==> src/rtl/dmem_wait_responder_if.sv <==
// rtl/dmem_wait_responder_if.sv - load/store request/ready bundle between core and data memory
interface dmem_wait_responder_if;
  logic        req;
  logic        we;
  logic [31:0] a;
  logic [31:0] wd;
  logic [3:0]  be;
  logic        ready;
  logic [31:0] rd;
  logic        err;

  modport master (
    output req, we, a, wd, be,
    input  ready, rd, err
  );

  modport slave (
    input  req, we, a, wd, be,
    output ready, rd, err
  );
endinterface

==> src/rtl/dmem_wait_responder.sv <==
// rtl/dmem_wait_responder.sv - word-addressed data memory answering each access after WAIT_CYCLES wait states
// Defining DMEM_STATS_EN adds saturating rd_count/wr_count ports for successful loads and stores.
module dmem_wait_responder #(
  parameter int unsigned DEPTH_WORDS = 64,
  parameter int unsigned WAIT_CYCLES = 2,
  parameter logic [31:0] BASE_ADDR   = 32'h0
) (
  input logic                  clk,
  input logic                  reset,
  dmem_wait_responder_if.slave bus
`ifdef DMEM_STATS_EN
  ,
  output logic [15:0]          rd_count,
  output logic [15:0]          wr_count
`endif
);

  localparam int unsigned IDX_W     = (DEPTH_WORDS > 1) ? $clog2(DEPTH_WORDS) : 1;
  localparam logic [3:0]  LAST_WAIT = (WAIT_CYCLES > 0) ? 4'(WAIT_CYCLES - 1) : 4'd0;
  localparam logic [32:0] SPAN      = 33'(DEPTH_WORDS) * 33'd4;

  typedef enum logic [1:0] {IDLE, WAIT, RESP} stateT;

  stateT             state;
  stateT             nextState;
  logic [3:0]        waitCnt;

  logic              weQ;
  logic [31:0]       aQ;
  logic [31:0]       wdQ;
  logic [3:0]        beQ;

  logic              accWe;
  logic [31:0]       accA;
  logic [31:0]       accWd;
  logic [3:0]        accBe;
  logic [32:0]       offset;
  logic [IDX_W-1:0]  accIdx;
  logic              accErr;
  logic              enterResp;
  logic              doWrite;

  logic              readyQ;
  logic              errQ;
  logic [31:0]       rdQ;

  logic [31:0]       mem [DEPTH_WORDS];

  always_ff @(posedge clk) begin
    if (!reset) begin
      state <= IDLE;
    end else begin
      state <= nextState;
    end
  end

  always_comb begin
    nextState = state;
    case (state)
      IDLE:    if (bus.req) nextState = (WAIT_CYCLES == 0) ? RESP : WAIT;
      WAIT:    if (waitCnt == LAST_WAIT) nextState = RESP;
      RESP:    nextState = IDLE;
      default: nextState = IDLE;
    endcase
  end

  // With zero wait states RESP is entered on the acceptance edge, so the live
  // inputs must be used there; otherwise the latched copy is authoritative.
  always_comb begin
    accWe = weQ;
    accA  = aQ;
    accWd = wdQ;
    accBe = beQ;
    if (state == IDLE) begin
      accWe = bus.we;
      accA  = bus.a;
      accWd = bus.wd;
      accBe = bus.be;
    end
    // A borrow sets bit 32, so one unsigned compare catches below-base and past-end.
    offset    = {1'b0, accA} - {1'b0, BASE_ADDR};
    accIdx    = IDX_W'(offset >> 2);
    accErr    = (accA[1:0] != 2'b00) || (offset >= SPAN);
    enterResp = (nextState == RESP) && (state != RESP);
    doWrite   = enterResp && accWe && !accErr;
  end

  always_ff @(posedge clk) begin
    if (state == IDLE && bus.req) begin
      weQ <= bus.we;
      aQ  <= bus.a;
      wdQ <= bus.wd;
      beQ <= bus.be;
    end
  end

  always_ff @(posedge clk) begin
    if (!reset) begin
      waitCnt <= 4'd0;
      readyQ  <= 1'b0;
      errQ    <= 1'b0;
      rdQ     <= 32'd0;
    end else begin
      waitCnt <= (state == WAIT) ? waitCnt + 4'd1 : 4'd0;
      readyQ  <= enterResp;
      errQ    <= enterResp && accErr;
      rdQ     <= (enterResp && !accWe && !accErr) ? mem[accIdx] : 32'd0;
    end
  end

  // The array has no reset; gating on reset keeps an abandoned store from committing.
  always_ff @(posedge clk) begin
    if (reset && doWrite) begin
      for (int i = 0; i < 4; i++) begin
        if (accBe[i]) mem[accIdx][8*i +: 8] <= accWd[8*i +: 8];
      end
    end
  end

  assign bus.ready = readyQ;
  assign bus.err   = errQ;
  assign bus.rd    = rdQ;

`ifdef DMEM_STATS_EN
  always_ff @(posedge clk) begin
    if (!reset) begin
      rd_count <= 16'd0;
      wr_count <= 16'd0;
    end else if (state == RESP && !errQ) begin
      if (weQ) begin
        if (wr_count != 16'hFFFF) wr_count <= wr_count + 16'd1;
      end else begin
        if (rd_count != 16'hFFFF) rd_count <= rd_count + 16'd1;
      end
    end
  end
`endif

endmodule

==> src/flat_wrapper.sv <==
// flat-port wrapper written by rule: the top's interface ports become plain ports
module dmem_wait_responder_flat 
#(
  parameter int unsigned DEPTH_WORDS = 64,
  parameter int unsigned WAIT_CYCLES = 2,
  parameter logic [31:0] BASE_ADDR   = 32'h0
)
  (clk, reset, bus_req, bus_we, bus_a, bus_wd, bus_be, bus_ready, bus_rd, bus_err);
  dmem_wait_responder_if bus_i ();
  input logic clk;
  input logic reset;
  input wire logic [$bits(bus_i.req)-1:0] bus_req;
  input wire logic [$bits(bus_i.we)-1:0] bus_we;
  input wire logic [$bits(bus_i.a)-1:0] bus_a;
  input wire logic [$bits(bus_i.wd)-1:0] bus_wd;
  input wire logic [$bits(bus_i.be)-1:0] bus_be;
  output wire logic [$bits(bus_i.ready)-1:0] bus_ready;
  output wire logic [$bits(bus_i.rd)-1:0] bus_rd;
  output wire logic [$bits(bus_i.err)-1:0] bus_err;
  assign bus_i.req = bus_req;
  assign bus_i.we = bus_we;
  assign bus_i.a = bus_a;
  assign bus_i.wd = bus_wd;
  assign bus_i.be = bus_be;
  assign bus_ready = bus_i.ready;
  assign bus_rd = bus_i.rd;
  assign bus_err = bus_i.err;
  dmem_wait_responder #(.DEPTH_WORDS(DEPTH_WORDS), .WAIT_CYCLES(WAIT_CYCLES), .BASE_ADDR(BASE_ADDR)) u_core (.clk(clk), .reset(reset), .bus(bus_i));
endmodule
==> config.mk <==
export PLATFORM = sky130hd
export DESIGN_NAME = dmem_wait_responder_flat
export DESIGN_NICKNAME = d
export VERILOG_FILES = /design/src/rtl/dmem_wait_responder_if.sv /design/src/rtl/dmem_wait_responder.sv /design/src/flat_wrapper.sv
export SDC_FILE = /design/constraint.sdc
export NUM_CORES = 2
export LEC_CHECK = 0
export ABC_AREA = 1
export CORE_MARGIN = 4
export CORE_UTILIZATION = 55
export CTS_CLUSTER_DIAMETER = 200
export DETAILED_ROUTE_END_ITERATION = 12
export PLACE_DENSITY = 0.72
export SLEW_MARGIN = 20
export SYNTH_ARGS = -nofsm -noshare
export SYNTH_HDL_FRONTEND = slang
export SYNTH_SLANG_ARGS = --single-unit
==> constraint.sdc <==
create_clock -name clk -period 3.72 [get_ports clk]
set_input_delay 0.558 -clock clk [delete_from_list [all_inputs] [get_ports clk]]
set_output_delay 0.558 -clock clk [all_outputs]
set_load 0.01 [all_outputs]
Word-level counts from Yosys, hierarchy flattened
Memory sizes are Yosys's and may differ from the RTL's. A register that Yosys moved wholly into a read port is not among the register bits. Cells that the tools add are included.

Add/sub/neg operators: 1. $lt $le $gt $ge: 1. Equal/unequal tests: 4. Mux-type cells: 19. Reduce and logical (&&, ||, !) cells: 16.

Operator list (number): 32-bit two-way mux (2); 32-bit by 9-bit >= comparator with 1-bit output, second input constant (1); 1-bit two-way mux (13); 1-bit logical AND (8); 4-bit by 1-bit adder with 4-bit output, second input constant (1); 4-bit by 1-bit == test with 1-bit output, second input constant (1); 2-bit two-way mux (2); 4-bit two-way mux (1); 2-bit case mux with 2 select lines (1); 2-bit AND reduction (2); 1-bit logical NOT (3); 2-bit by 1-bit == test with 1-bit output, second input constant (1); 2-bit == test, second input constant (1); 2-bit logical NOT (1); 2-bit != test, second input constant (1); 2-bit nonzero test (1); 1-bit logical OR (1).

Flip-flop bits (word level): 77. RAM bits: 2048. Input bits: 72. Output and inout port bits: 34. Logic and storage cells: 50. Memories: 1.

Memories: u_core.mem (words 64, bits a word 32, read ports 1, clocked after memory_dff 1, wr ports 1, line dmem_wait_responder.sv:47) `logic [31:0] mem [DEPTH_WORDS];`.

Depth between registers and ports, before layout
Word-level depth: 10. Mapped depth: 14. Gate-level depth less buffers: 11.

Worst setup path before layout
OpenSTA, ideal clock, no wires.

Path kind: register to register. Start point: reg u_core.state[0]. End point: reg u_core.aQ[0], enable pin. Library setup time: 0.423 ns. Arrival: 2.265 ns. Required time: 3.297 ns. Slack: 1.032 ns. Stages on the path, launching flop included: 6. Buffers on the path: 2. Clock period less this slack: 2.688 ns. Path through: dfxtp_1 > nor2_4 > buf_6 > buf_2 > nand2_1 > inv_1.

Cells in the longest elaborated chain, start to end: 2.

Ends and longest elaborated chain: from (decl) (line dmem_wait_responder.sv:24) `stateT state;`; from (signal assigned) (line dmem_wait_responder.sv:53) `state <= nextState;`; 2-bit logical NOT (line dmem_wait_responder.sv:89) `if (state == IDLE && bus.req) begin`; 1-bit logical AND (line dmem_wait_responder.sv:89); to (signal assigned) (line dmem_wait_responder.sv:91) `aQ <= bus.a;`; to (decl) (line dmem_wait_responder.sv:29) `logic [31:0] aQ;`.

No other way between the ends. A chain may end at the register's enable or synchronous reset.

Worst setup path after layout
Start point: reg u_core.state[1]. End point: reg u_core.rdQ[9] (netlist: u_core.bus.rd[9]) (read register of u_core.mem).

Cells in the longest elaborated chain, start to end: 8. Elaborated cells between the ends (all ways): 19. Those cells by class: order compare: 1; eq/ne: 3; mux: 5; reduce/logical: 10.

Ends and longest elaborated chain: 2-bit logical NOT, or another cell as far along (line dmem_wait_responder.sv:59, dmem_wait_responder.sv:74); 32-bit two-way mux / 2-bit case mux with 2 select lines (equally long branches) (line dmem_wait_responder.sv:74, dmem_wait_responder.sv:59); 32-bit by 9-bit >= comparator with 1-bit output, or another cell as far along (line dmem_wait_responder.sv:83) `accErr = (accA[1:0] != 2'b00) || (offset >= SPAN);`; 1-bit logical OR / 1-bit logical AND (equally long branches) (line dmem_wait_responder.sv:83, dmem_wait_responder.sv:84); 1-bit logical NOT / 1-bit logical AND (equally long branches) (line dmem_wait_responder.sv:107) `rdQ <= (enterResp && !accWe && !accErr) ? mem[accIdx] : 32'd0;`; 1-bit logical AND (line dmem_wait_responder.sv:107); 2-bit AND reduction (no line); 1-bit logical NOT (no line); to (decl) (line dmem_wait_responder.sv:45) `logic [31:0] rdQ;`.

Several ways; a longest one is shown, not always the timed one.

==> results.tsv <==
metric	value	unit
Cell Area, Synth	0.0932	sq mm
Total Routing Usage GR	28.7	%
DRT iter0 DRCs	7954	
clk sinks	2157	
met2 usage	45.9	%
Tcrit/Tclk final	95.7	%
Clock Path Buffers	3	
Die X-Extent	420	um
register area share after synthesis	69.0	%
routed len/inst	21.2	um
post-DR vias/cell	5.40	
synthesis-to-finish area growth	15.2	%
NumNets Final	9593	
unrepaired setup endpoints after global routing	no	
Setup Skew	0.0331	ns
Rel. slew slack	28.6	%
CTS tree	yes	
GRT met1 Usage	37.4	%
hold_ws	0.287	ns
final setup violating endpoints	0	
share of layout cells above drive strength 1	10.3	%
Final Slew Violations	0	
Yosys reg bits	2157	
MaxCap Viol Count	0	
number of global-route vias before repair	62300	
Worst-Margin Slew	1.07	ns
post-route DRC violation count	0	
DRT antenna net count	0	
initial core utilization	55.6	%
Worst Setup Start Kind	register	
PnR Total Power	54.2	mW
total clock buffers created by CTS	213	
Yosys cell types	33	
Crit Path Class	register to register	
Final HPWL DP	162000	um
Period minus WS final	3.56	ns
WP data arrival	4.25	ns
Clock Latency Late Sink	0.86	ns
final hold vios	0	
IO Pins	106	
GP Congestion	0.931	
Pwr Density	505	mW/mm^2
syn nets	9123	
initial antenna violation count	8	
status	completed	
GR Util met3	5.71	%
Overflow after GRT	0	
Leak	46.2	nW
FP Rows	150	
Most Used Layer, Global Route	met2	
Max IR drop VDD	0.000542	V
largest net degree at the start of global routing	97	
Max Fanout on Critical Path	67	
Hold Crit Class	primary input to register	
Pre-antenna DRT Iters	6	
die area	0.176	sq mm
Mean Syn Cell Area	10.3	sq um
Max Fclk	281	MHz
H-tree depth	4	
first-pass GRT wire length	378000	um
CP required	4.41	ns
die height	420	um
clock-pin slew on the worst setup and hold paths	0.06	ns
Clk Tree Root Cell	clkbuf_16	
YS warnings	0	
Worst setup EP type	register	
Buffers on Ports	105	
# fillers	12600	
Gate Count Post-Synth	9049	
post-cts sizing count	0	
overall routed net length	253000	um
core area	0.168	sq mm
vias	64300	
## area by class of cell
| type | count | area [sq um] | area share (%) |
|---|---|---|---|
| Tap cell | 2204 | 2760 | 2.57 |
| Clock inverter | 140 | 1100 | 1.03 |
| Sequential cell | 2157 | 64400 | 60.0 |
| Inverter | 1971 | 7400 | 6.89 |
| Timing Repair Buffer | 690 | 6630 | 6.18 |
| Multi-Input combinational cell | 4486 | 19500 | 18.2 |
| Antenna cell | 2 | 5.00 | 0.00466 |
| Clock buffer | 260 | 5570 | 5.19 |
## layer usage
layer / vias up / share of wire, %
met5: - / 0.0059
met4: 4 / 5.9
met3: 628 / 9.6
met2: 3129 / 47
met1: 30600 / 38
li1: 29900 / -
## critical path, cell delays in order, from the launching register on
cell and delay, ns:
dfxtp_1 0.38, nor2_4 0.44, buf_4 0.25, nand2_1 0.13, nand2_8 0.34, buf_12 0.21
buf_12 0.26, nand2_1 0.10, nand3_1 0.10, nand2_1 0.06, o21ai_1 0.19, nand2_1 0.16
nor2_1 0.48, a21oi_1 0.19
## cells in the mapped netlist
library cell | count | area share, %
nand2_1 | 2710 | 11
edfxtp_1 | 2117 | 68
inv_1 | 1963 | 7.9
nand3_1 | 961 | 5.2
buf_2 | 338 | 1.8
nor3_1 | 259 | 1.4
o21ai_1 | 184 | 0.99
nor2_1 | 113 | 0.45
clkbuf_1 | 74 | 0.30
nand4_1 | 70 | 0.47
o21ai_0 | 43 | 0.23
dfxtp_1 | 40 | 0.86
a21oi_1 | 33 | 0.18
or2_2 | 33 | 0.22
o211ai_1 | 32 | 0.26
buf_4 | 18 | 0.14
nor2_4 | 11 | 0.13
inv_2 | 8 | 0.032
nor4_1 | 8 | 0.054
nor3_2 | 6 | 0.064
nand2_2 | 5 | 0.034
mux2i_1 | 4 | 0.043
buf_1 | 3 | 0.012
nand2_4 | 3 | 0.036
a21boi_0 | 2 | 0.016
buf_6 | 2 | 0.024
ha_1 | 2 | 0.027
nor2_2 | 2 | 0.013
nor3_4 | 1 | 0.017
o21a_1 | 1 | 0.0081
o21ai_4 | 1 | 0.017
or2_1 | 1 | 0.0067
xnor2_1 | 1 | 0.0094
## timing repair
item,in CTS,in global routing
hold buffers,0,0
endpoints found under the setup margin,24,8
pin swaps,2,1
gates cloned,0,0
setup buffers,4,5
## final timing paths
kind / start / endpoint / slack [ns] / depth (start not counted)
worst max-delay path: u_core.state[1] / u_core.bus.rd[9] / 0.16 / 13
worst min-delay path: bus_a[1] / u_core.aQ[1] / 0.29 / 1
worst max register to register: u_core.state[1] / u_core.bus.rd[9] / 0.16 / 13
worst min register to register: u_core.waitCnt[0] / u_core.waitCnt[0] / 0.47 / 1
## cells in the final DEF, fill, tap and decap left out, types with 35 or more instances in the layout
cell and n:
nand2_1 2678, edfxtp_1 2117, inv_1 1962, nand3_1 961, buf_4 490, nor3_1 258, clkbuf_16 216, o21ai_1 184
nor2_1 113, clkdlybuf4s50_1 105, buf_12 95, nand4_1 70, clkinv_2 54, clkinv_1 53, clkbuf_1 44, o21ai_0 43
dfxtp_1 40, nand2_2 35
## where the power goes
part	total, mW	internal (mW)	leakage (nW)	switching (mW)
clock network	20.7	11.7	3.28	9.07
registers	27.2	27.2	19.4	0.0182
logic	6.26	1.67	23.5	4.59
## metrics by stage
| step | std cells | TNS (ns) | setup WS, ns | utilization (%) | instance area (sq um) |
|---|---|---|---|---|---|
| floorplan | 9049 | 0 | 1.03 | - | 93200 |
| global placement | 11500 | -6.56 | -0.245 | 60.0 | 101000 |
| detailed placement | 11500 | -7.59 | -0.308 | 60.0 | 101000 |
| CTS | 11900 | 0 | 0.0364 | 64.0 | 107000 |
| global route | 11900 | 0 | 0.0546 | 64.0 | 107000 |
| finish | 11900 | 0 | 0.158 | 64.0 | 107000 |
## logic make-up (layout without fill, tap and decap cells)
kind of cell | count (synthesis) | count (layout) | share of synthesized area, %
AO/OA/AOI/OAI | 296 | 296 | 1.69
XOR/XNOR | 1 | 1 | 0.00939
adder cells (fa/ha/maj) | 2 | 2 | 0.0268
buffers and inverters | 2406 | 3061 | 10.2
flip-flops | 2157 | 2157 | 69.0
multiplexers | 4 | 4 | 0.0429
other | 0 | 2 | 0
AND/OR/NAND/NOR | 4183 | 4183 | 19.0
## state kept, by name, indices dropped and copies added (netlist names)
name,flops
u_core.aQ,32
u_core.beQ,4
u_core.bus.err,1
u_core.bus.rd,32
u_core.bus.ready,1
u_core.mem,2048
u_core.state,2
u_core.waitCnt,4
u_core.wdQ,32
u_core.weQ,1
(Power assumes the default switching activity.)
